File: src/rtl/hdc_pkg.sv
// Shared constants and FSM state type for the HDC class-vector store.
package hdc_pkg;

  localparam int unsigned HDC_NUM_CLASSES = 8;
  localparam int unsigned HDC_NUM_FRAMES  = 3;
  localparam int unsigned HDC_FRAME_W     = 64;

  typedef enum logic [1:0] {
    IDLE,
    STREAM,
    DRAIN
  } state_e;

  function automatic logic in_range(input int unsigned idx, input int unsigned limit);
    return idx < limit;
  endfunction

endpackage

File: src/rtl/class_hvec_mem.sv
// Class hypervector register array: one write port, one combinational read
// port, plus a per-class loaded flag with synchronous clear.
module class_hvec_mem
  import hdc_pkg::*;
#(
  parameter int unsigned NUM_CLASSES = HDC_NUM_CLASSES,
  parameter int unsigned NUM_FRAMES  = HDC_NUM_FRAMES,
  parameter int unsigned FRAME_W     = HDC_FRAME_W,
  localparam int unsigned CLASS_W     = $clog2(NUM_CLASSES),
  localparam int unsigned FRAME_IDX_W = $clog2(NUM_FRAMES)
) (
  input  logic                   clk_i,
  input  logic                   rst_ni,
  input  logic                   clear_i,
  input  logic                   wr_en_i,
  input  logic [CLASS_W-1:0]     wr_class_i,
  input  logic [FRAME_IDX_W-1:0] wr_frame_i,
  input  logic [FRAME_W-1:0]     wr_data_i,
  input  logic [CLASS_W-1:0]     rd_class_i,
  input  logic [FRAME_IDX_W-1:0] rd_frame_i,
  output logic [FRAME_W-1:0]     rd_data_o,
  output logic                   rd_loaded_o
);

  logic [FRAME_W-1:0]     mem_q [NUM_CLASSES][NUM_FRAMES];
  logic [NUM_CLASSES-1:0] loaded_q;
  logic [NUM_CLASSES-1:0] loaded_d;
  logic                   wr_ok;
  logic                   rd_ok;

  assign wr_ok = wr_en_i
              && in_range(32'(wr_class_i), NUM_CLASSES)
              && in_range(32'(wr_frame_i), NUM_FRAMES);

  assign rd_ok = in_range(32'(rd_class_i), NUM_CLASSES)
              && in_range(32'(rd_frame_i), NUM_FRAMES);

  // Contents are deliberately not reset; only the loaded flags are.
  always_ff @(posedge clk_i) begin
    if (wr_ok) begin
      mem_q[wr_class_i][wr_frame_i] <= wr_data_i;
    end
  end

  // A write in the same cycle as clear keeps its class marked loaded.
  always_comb begin
    loaded_d = clear_i ? '0 : loaded_q;
    if (wr_ok) begin
      loaded_d[wr_class_i] = 1'b1;
    end
  end

  always_ff @(posedge clk_i or negedge rst_ni) begin
    if (!rst_ni) begin
      loaded_q <= '0;
    end else begin
      loaded_q <= loaded_d;
    end
  end

  always_comb begin
    rd_data_o   = '0;
    rd_loaded_o = 1'b0;
    if (rd_ok) begin
      rd_data_o   = mem_q[rd_class_i][rd_frame_i];
      rd_loaded_o = loaded_q[rd_class_i];
    end
  end

endmodule

File: src/rtl/class_hvec_store.sv
// Writable class hypervector store; streams one class or a sweep of all
// classes frame by frame over a valid/ready output register.
module class_hvec_store
  import hdc_pkg::*;
#(
  parameter int unsigned NUM_CLASSES = HDC_NUM_CLASSES,
  parameter int unsigned NUM_FRAMES  = HDC_NUM_FRAMES,
  parameter int unsigned FRAME_W     = HDC_FRAME_W,
  localparam int unsigned CLASS_W     = $clog2(NUM_CLASSES),
  localparam int unsigned FRAME_IDX_W = $clog2(NUM_FRAMES)
) (
  input  logic                   clk,
  input  logic                   rst_n,
  input  logic                   clear,
  input  logic                   wr_en,
  input  logic [CLASS_W-1:0]     wr_class,
  input  logic [FRAME_IDX_W-1:0] wr_frame,
  input  logic [FRAME_W-1:0]     wr_data,
  input  logic                   req_valid,
  output logic                   req_ready,
  input  logic [CLASS_W-1:0]     req_class,
  input  logic                   req_all,
  output logic                   out_valid,
  input  logic                   out_ready,
  output logic [FRAME_W-1:0]     out_data,
  output logic [CLASS_W-1:0]     out_class,
  output logic [FRAME_IDX_W-1:0] out_frame,
  output logic                   out_last_frame,
  output logic                   out_last,
  output logic                   out_unloaded,
  output logic                   busy
);

  state_e                 state_q, state_d;
  logic [CLASS_W-1:0]     cls_q, cls_d;
  logic [FRAME_IDX_W-1:0] frm_q, frm_d;
  logic                   all_q, all_d;

  logic                   ov_q, ov_d;
  logic [FRAME_W-1:0]     od_q, od_d;
  logic [CLASS_W-1:0]     ocls_q, ocls_d;
  logic [FRAME_IDX_W-1:0] ofrm_q, ofrm_d;
  logic                   olf_q, olf_d;
  logic                   olast_q, olast_d;
  logic                   ounl_q, ounl_d;

  logic [FRAME_W-1:0]     rd_data;
  logic                   rd_loaded;
  logic                   accept;
  logic                   load_beat;
  logic                   last_frm;
  logic                   last_cls;
  logic                   beat_last;

  class_hvec_mem #(
    .NUM_CLASSES (NUM_CLASSES),
    .NUM_FRAMES  (NUM_FRAMES),
    .FRAME_W     (FRAME_W)
  ) u_mem (
    .clk_i       (clk),
    .rst_ni      (rst_n),
    .clear_i     (clear),
    .wr_en_i     (wr_en),
    .wr_class_i  (wr_class),
    .wr_frame_i  (wr_frame),
    .wr_data_i   (wr_data),
    .rd_class_i  (cls_q),
    .rd_frame_i  (frm_q),
    .rd_data_o   (rd_data),
    .rd_loaded_o (rd_loaded)
  );

  assign req_ready = (state_q == IDLE);
  assign busy      = (state_q != IDLE);
  assign accept    = req_valid && req_ready;
  assign load_beat = (state_q == STREAM) && (!ov_q || out_ready);
  assign last_frm  = (frm_q == FRAME_IDX_W'(NUM_FRAMES - 1));
  assign last_cls  = (cls_q == CLASS_W'(NUM_CLASSES - 1));
  assign beat_last = last_frm && (!all_q || last_cls);

  assign out_valid      = ov_q;
  assign out_data       = od_q;
  assign out_class      = ocls_q;
  assign out_frame      = ofrm_q;
  assign out_last_frame = olf_q;
  assign out_last       = olast_q;
  assign out_unloaded   = ounl_q;

  always_ff @(posedge clk or negedge rst_n) begin
    if (!rst_n) begin
      state_q <= IDLE;
      cls_q   <= '0;
      frm_q   <= '0;
      all_q   <= 1'b0;
      ov_q    <= 1'b0;
      od_q    <= '0;
      ocls_q  <= '0;
      ofrm_q  <= '0;
      olf_q   <= 1'b0;
      olast_q <= 1'b0;
      ounl_q  <= 1'b0;
    end else begin
      state_q <= state_d;
      cls_q   <= cls_d;
      frm_q   <= frm_d;
      all_q   <= all_d;
      ov_q    <= ov_d;
      od_q    <= od_d;
      ocls_q  <= ocls_d;
      ofrm_q  <= ofrm_d;
      olf_q   <= olf_d;
      olast_q <= olast_d;
      ounl_q  <= ounl_d;
    end
  end

  always_comb begin
    state_d = state_q;
    unique case (state_q)
      IDLE:    if (accept) state_d = STREAM;
      STREAM:  if (load_beat && beat_last) state_d = DRAIN;
      DRAIN:   if (out_ready) state_d = IDLE;
      default: state_d = IDLE;
    endcase
  end

  always_comb begin
    cls_d   = cls_q;
    frm_d   = frm_q;
    all_d   = all_q;
    ov_d    = ov_q;
    od_d    = od_q;
    ocls_d  = ocls_q;
    ofrm_d  = ofrm_q;
    olf_d   = olf_q;
    olast_d = olast_q;
    ounl_d  = ounl_q;

    if (accept) begin
      cls_d = req_all ? '0 : req_class;
      frm_d = '0;
      all_d = req_all;
    end

    // The read is combinational from the pre-edge array, so a same-cycle
    // write to this entry lands after the beat has captured the old value.
    if (load_beat) begin
      ov_d    = 1'b1;
      od_d    = rd_loaded ? rd_data : '0;
      ocls_d  = cls_q;
      ofrm_d  = frm_q;
      olf_d   = last_frm;
      olast_d = beat_last;
      ounl_d  = !rd_loaded;
      if (last_frm) begin
        frm_d = '0;
        if (all_q) begin
          cls_d = cls_q + CLASS_W'(1);
        end
      end else begin
        frm_d = frm_q + FRAME_IDX_W'(1);
      end
    end

    if ((state_q == DRAIN) && out_ready) begin
      ov_d = 1'b0;
    end
  end

endmodule
File: config.mk
export PLATFORM = sky130hd
export DESIGN_NAME = class_hvec_store
export DESIGN_NICKNAME = d
export VERILOG_FILES = /design/src/rtl/hdc_pkg.sv /design/src/rtl/class_hvec_mem.sv /design/src/rtl/class_hvec_store.sv
export SDC_FILE = /design/constraint.sdc
export NUM_CORES = 1
export LEC_CHECK = 0
export CORE_MARGIN = 2
export CORE_UTILIZATION = 25
export DETAILED_ROUTE_END_ITERATION = 10
export PLACE_DENSITY = 0.47
export SETUP_SLACK_MARGIN = 0.2
export SYNTH_ARGS = -nofsm -noshare
export SYNTH_HDL_FRONTEND = slang
export SYNTH_SLANG_ARGS = --single-unit
File: constraint.sdc
create_clock -name clk -period 2.37 [get_ports clk]
set_input_delay 0.474 -clock clk [delete_from_list [all_inputs] [get_ports clk]]
set_output_delay 0.474 -clock clk [all_outputs]
set_load 0.01 [all_outputs]
# After elaboration in Yosys (flattened, before gate mapping)
# Memory sizes are Yosys's and may differ from the RTL's.
# Cells that the tools add are included.
# op_classes
bitwise_logic,3
muxes,30
addsub,2
n_eq_ne,7
reduce_logical,18
n_lt_le_gt_ge,8
# op_table
operator,n
$mux 64,5
$mux 192,1
$bmux 64 s2,1
$demux 64 s2,1
$mux 8,2
$mux 3,5
$mux 2,6
$logic_and 1x1->1,8
$lt 3x4->1 const B,2
$or 8x8->8,1
$ge 3x3->1 const B,2
$mux 1,6
$not 2->3,2
$pmux 2 s3,1
$reduce_bool 2->1,3
$eq 2x2->1 const B,2
$lt 2x2->1 const B,2
$ne 2x1->1 const B,2
$add 3x1->3 const B,1
$bmux 1 s3,1
$demux 1 s3,1
$eq 3x3->1 const B,1
$ge 3x1->1 const B,1
$logic_not 1->1,3
other kinds (7),8
# word_totals
ramBits,1536
register_bits,89
memories,1
# memory_table
memory,depth,width,read_ports,rd_clocked_by_memory_dff,write_ports,line,source
u_mem.mem_q,8,192,1,0,1,class_hvec_mem.sv:25,logic [FRAME_W-1:0] mem_q [NUM_CLASSES][NUM_FRAMES];

# Longest topological paths before layout
# depth
depth_word,6
ltp_mapped,8
depth_no_buf,5

# Hierarchy
# A second synthesis with hierarchy kept.
# unflattened
cells_unflattened,3039
hier_area_um2,62198.4
# modules_own_cells
module,instances,area_per_inst_um2,seq_area_each_um2,cells_each
class_hvec_mem,1,58811.4,46324.4,2690
class_hvec_store,1,3387.0,2026.9,349

# Worst setup path before layout
# No wires, ideal clock.
# synth_timing
kind,input to register
from,input port wr_frame[1]
to,"memory u_mem.mem_q[7][128] (netlist name), enable pin"
t_arrival_ns,3.807
required_time_ns,1.884
stages,3
path_slack_ns,-1.924
setup_ns,0.486
n_path_buf,1
cell_sequence,or3b_2 clkbuf_1 nor2_1
# synth_between
elab_chain_len,6
elab_cells_between_ends,10
# synth_rtl
item,line,source
"start, declared",class_hvec_store.sv:17,"input logic [FRAME_IDX_W-1:0] wr_frame,"
$not 2->3 (not written as such),class_hvec_mem.sv:41,mem_q[wr_class_i][wr_frame_i] <= wr_data_i;
$ge 3x3->1 (not written as such) / $lt 3x1->1 (equally long branches),class_hvec_mem.sv:41,
$logic_and 1x1->1 (not written as such),class_hvec_mem.sv:41,
$mux 64 (not written as such),class_hvec_mem.sv:41,
$demux 64 s2,class_hvec_mem.sv:41,
$mux 192 (not written as such) *,class_hvec_mem.sv:41,
"end, declared",class_hvec_mem.sv:25,
# Every way passes the cells marked *; elsewhere a longest branch is shown, timed or not.

# Final worst setup path
# layout_timing
from,register cls_q[0]
to,"register od_q[4], in the netlist out_data[4]"
# layout_between
elab_chain_len,6
elab_cells_between_ends,9
# layout_rtl
item,line,source
"start, declared",class_hvec_store.sv:35,"logic [CLASS_W-1:0] cls_q, cls_d;"
"start signal, assigned",class_hvec_store.sv:104,cls_q <= cls_d;
$mem_v2 8x192,-,
$bmux 64 s2,class_hvec_mem.sv:65,rd_data_o = mem_q[rd_class_i][rd_frame_i];
$mux 64 (not written as such) (2 in series),class_hvec_mem.sv:65,
$mux 64,class_hvec_mem.sv:64,if (rd_ok) begin
$mux 64 *,class_hvec_store.sv:149,od_d = rd_loaded ? rd_data : '0;
"end signal, assigned",class_hvec_store.sv:96,od_q <= '0;
"end signal, assigned",class_hvec_store.sv:108,od_q <= od_d;
"end, declared",class_hvec_store.sv:40,"logic [FRAME_W-1:0] od_q, od_d;"
# Every way passes the cells marked *; elsewhere a longest branch is shown, timed or not. The select of a mux whose other input is x is not followed.
# A chain may end at the register's enable or synchronous reset.

==> flow_summary.json <==
{
  "syn_inst": 3426,
  "grt_max_degree": 65,
  "ys_ff_latch": 1625,
  "via_per_inst": 4.56,
  "port_buffers": 153,
  "worst-path-buf-inv": 1,
  "nFillCells": 24069,
  "synth_area_um2": 62700,
  "p_per_area_nw_per_um2": 1070,
  "core_um2": 249000,
  "p_int_w": 0.0586,
  "switchingPower_w": 0.0270,
  "setup_viol": 0,
  "critPathTopFamily": "multiplexers",
  "initial_core_util_pct": 25.2,
  "path_cells": "mux4_2, mux2_2, nand2_4, buf_16, a32oi_1",
  "switching_share_pct": 31.5,
  "most-common-layout-cells": "1536 x edfxtp_1, 738 x mux2i_1, 323 x a22oi_1",
  "hpwl_mm": 118,
  "die_h_um": 505,
  "p_leak_nw": 26.4,
  "relSlewSlack_pct": 56.8,
  "multiInputGateArea_um2": 14200,
  "cts-root-buf": "clkbuf_16",
  "seq_area_um2": 48400,
  "startpoint_type": "flip-flop",
  "cts.sinks": 1625,
  "detail_route.wl_per_cell_um": 25.0,
  "drt_iter0_drc": 2792,
  "power_frac_comb_pct": 30.2,
  "grt_use_total_pct": 14.1,
  "hp-class": "input pin to async pin",
  "finalCritPeriodShare_pct": 93.1,
  "skew_ns": 0.0597,
  "rsz0062_at_grt": "true",
  "grt.overflow.total": 0,
  "status": "complete, no violations",
  "drc": 0,
  "die_w_um": 505,
  "hold_viol": 0,
  "max_freq_mhz": 453,
  "yosysWarnings": 0,
  "area_delta_synth_final_pct": 27.6,
  "cts_buffer_depth": 3,
  "end_kind": "flip-flop",
  "worstPathMaxFanout": 32,
  "grt_pass1_vias": 34517,
  "ys_seq_area_share_pct": 77.1,
  "crit_arrival_ns": 2.85,
  "synth_area_per_cell_um2": 18.3,
  "power.share.clock_pct": 31.7,
  "grt_pass1_wl_mm": 262,
  "whs_ns": 0.174,
  "min_period_ns": 2.21,
  "tritoncts": "done",
  "worst_pin_slew_ns": 0.647,
  "maxCapViolCount": 0,
  "num_vias": 34085,
  "final_nets": 4072,
  "clk_pin_slew_worst_paths_ns": 0.06,
  "utilization_pct": 32.1,
  "routabilityCongestion": 0.766,
  "power.total_w": 0.0857,
  "io_pins": 154,
  "peakVddDrop_mv": 0.821,
  "drive_above_1_share_pct": 22.8,
  "slowest_delay_ns": 0.51,
  "synth_cell_types": 35,
  "htree_levels": 4,
  "final.setup.tns_ns": 0,
  "crit_path_top_delay_cell": "dfrtp_4",
  "rows": 183,
  "seq_power_share_pct": 38.1,
  "cts_made_buffers": 175,
  "worstSkewPairLatency_ns": 0.83,
  "antenna_found_initial": 13,
  "worstSetupPathType": "flip-flop to flip-flop",
  "wl_mm": 187,
  "drv_slew": 0,
  "drtAntennaViolNets": 0,
  "worstPathRequired_ns": 3.01,
  "die-area_um2": 255000,
  "layout_commonest_cell": "edfxtp_1",
  "drtPass1Iterations": 6,
  "synthesis.nets": 3507
}
-- sequential cells by signal, indices dropped and copies added (netlist names) --
name / count
out_data: 64
state_q: 2
out_unloaded: 1
out_class: 3
out_frame: 2
frm_q: 2
out_last: 1
all_q: 1
out_last_frame: 1
u_mem.mem_q: 1536
cls_q: 3
u_mem.loaded_q: 8
out_valid: 1
-- cell usage after synthesis, drive strengths merged --
library cell / count / area share [%]
a31oi: 2 / 0.020
inv: 10 / 0.060
edfxtp: 1536 / 74
clkbuf: 83 / 0.51
mux2i: 770 / 12
nand4: 1 / 0.010
nand2: 71 / 0.44
and2: 2 / 0.020
nor3: 2 / 0.016
nand3: 129 / 1.0
nand3b: 7 / 0.084
buf: 133 / 1.3
ha: 2 / 0.040
nor2b: 7 / 0.070
a21o: 2 / 0.024
a32oi: 128 / 1.8
dfrtp: 89 / 3.6
a21oi: 4 / 0.032
or3: 1 / 0.010
o21ai: 2 / 0.016
o22ai: 8 / 0.080
nor2: 34 / 0.20
and3: 1 / 0.010
or3b: 3 / 0.042
mux2: 8 / 0.14
a22o: 1 / 0.014
nand2b: 4 / 0.040
mux4: 2 / 0.072
a22oi: 384 / 4.6
-- worst reg2reg max path, stage by stage (launching register included) --
cell     delay (ns)
dfrtp_4        0.51
mux4_2         0.51
mux2_2         0.32
nand2_4        0.15
buf_16         0.20
a32oi_1        0.33
-- cells by family (layout without fill, tap and decap cells) --
group | count (synthesis) | in the layout | share of synthesized area (%)
muxes | 780 | 780 | 12.5
DFF | 1625 | 1625 | 77.1
buffers and inverters | 226 | 940 | 1.84
AOI/OAI and AO/OA | 531 | 531 | 6.57
other | 0 | 7 | 0
adders and majority gates | 2 | 2 | 0.0399
and+or+nand+nor | 262 | 262 | 1.97
-- timing repair --
| item | in CTS | in global routing |
|---|---|---|
| gates cloned | 6 | 15 |
| pin swaps | 13 | 86 |
| hold buffers | 1 | 0 |
| setup endpoints to repair | 113 | 64 |
| buffers inserted | 25 | 16 |
| endpoints found under the hold margin | 89 | 0 |
| gates resized for setup | 181 | 157 |
-- worst paths after layout --
kind | start | endpoint | slack, ns | depth (start not counted)
max | cls_q[0]$_DFF_PN0_ | out_data[4]$_DFFE_PN0P_ | 0.16 | 5
min | rst_n | out_data[46]$_DFFE_PN0P_ | 0.17 | 3
max reg2reg | cls_q[0]$_DFF_PN0_ | out_data[4]$_DFFE_PN0P_ | 0.16 | 5
min reg2reg | out_class[1]$_DFFE_PN0P_ | out_class[1]$_DFFE_PN0P_ | 0.52 | 1
max in group asynchronous | rst_n | out_data[28]$_DFFE_PN0P_ | 1.71 | 3
min in group clk | wr_data[8] | u_mem.mem_q[0][72]$_DFFE_PP_ | 0.24 | 1
-- cell type report --
class	instances	area share, %
sequential	1625	60.5
multi-input combinational	1575	17.7
timing repair buffer	604	9.34
clock buffer	214	5.71
tap	3330	5.21
clock inverter	112	1.46
inverter	10	0.0469
antenna	7	0.0219
-- layer usage --
metal | share of wire [%] | routed length [µm] | global-route usage [%] | up-vias
li1 | - | - | - | 15149
met5 | 0.0070 | 13 | 0 | -
met4 | 1.5 | 2840 | 3.01 | 2
met1 | 45 | 84900 | 19.6 | 17839
met2 | 48 | 90000 | 22.9 | 899
met3 | 4.9 | 9210 | 2.38 | 196
-- power by group through the flow --
stage | sequential, W | combinational (W) | clock (W)
after floorplan | 0.0330 | 0.0127 | 0
after global placement | 0.0332 | 0.0231 | 0
after detailed placement | 0.0332 | 0.0231 | 0
after CTS | 0.0327 | 0.0241 | 0.0278
after global routing | 0.0327 | 0.0273 | 0.0289
final | 0.0326 | 0.0259 | 0.0271
-- metrics by stage --
step	instance area (µm²)	worst slack, ns	cells
after floorplan	62900	-0.261	3426
final	80000	0.164	7477
after global placement	72400	-0.259	7082
after CTS	78800	0.113	7440
after global routing	80000	0.133	7471
after detailed placement	72400	-0.267	7082
Power figures use the tool's default switching activity.
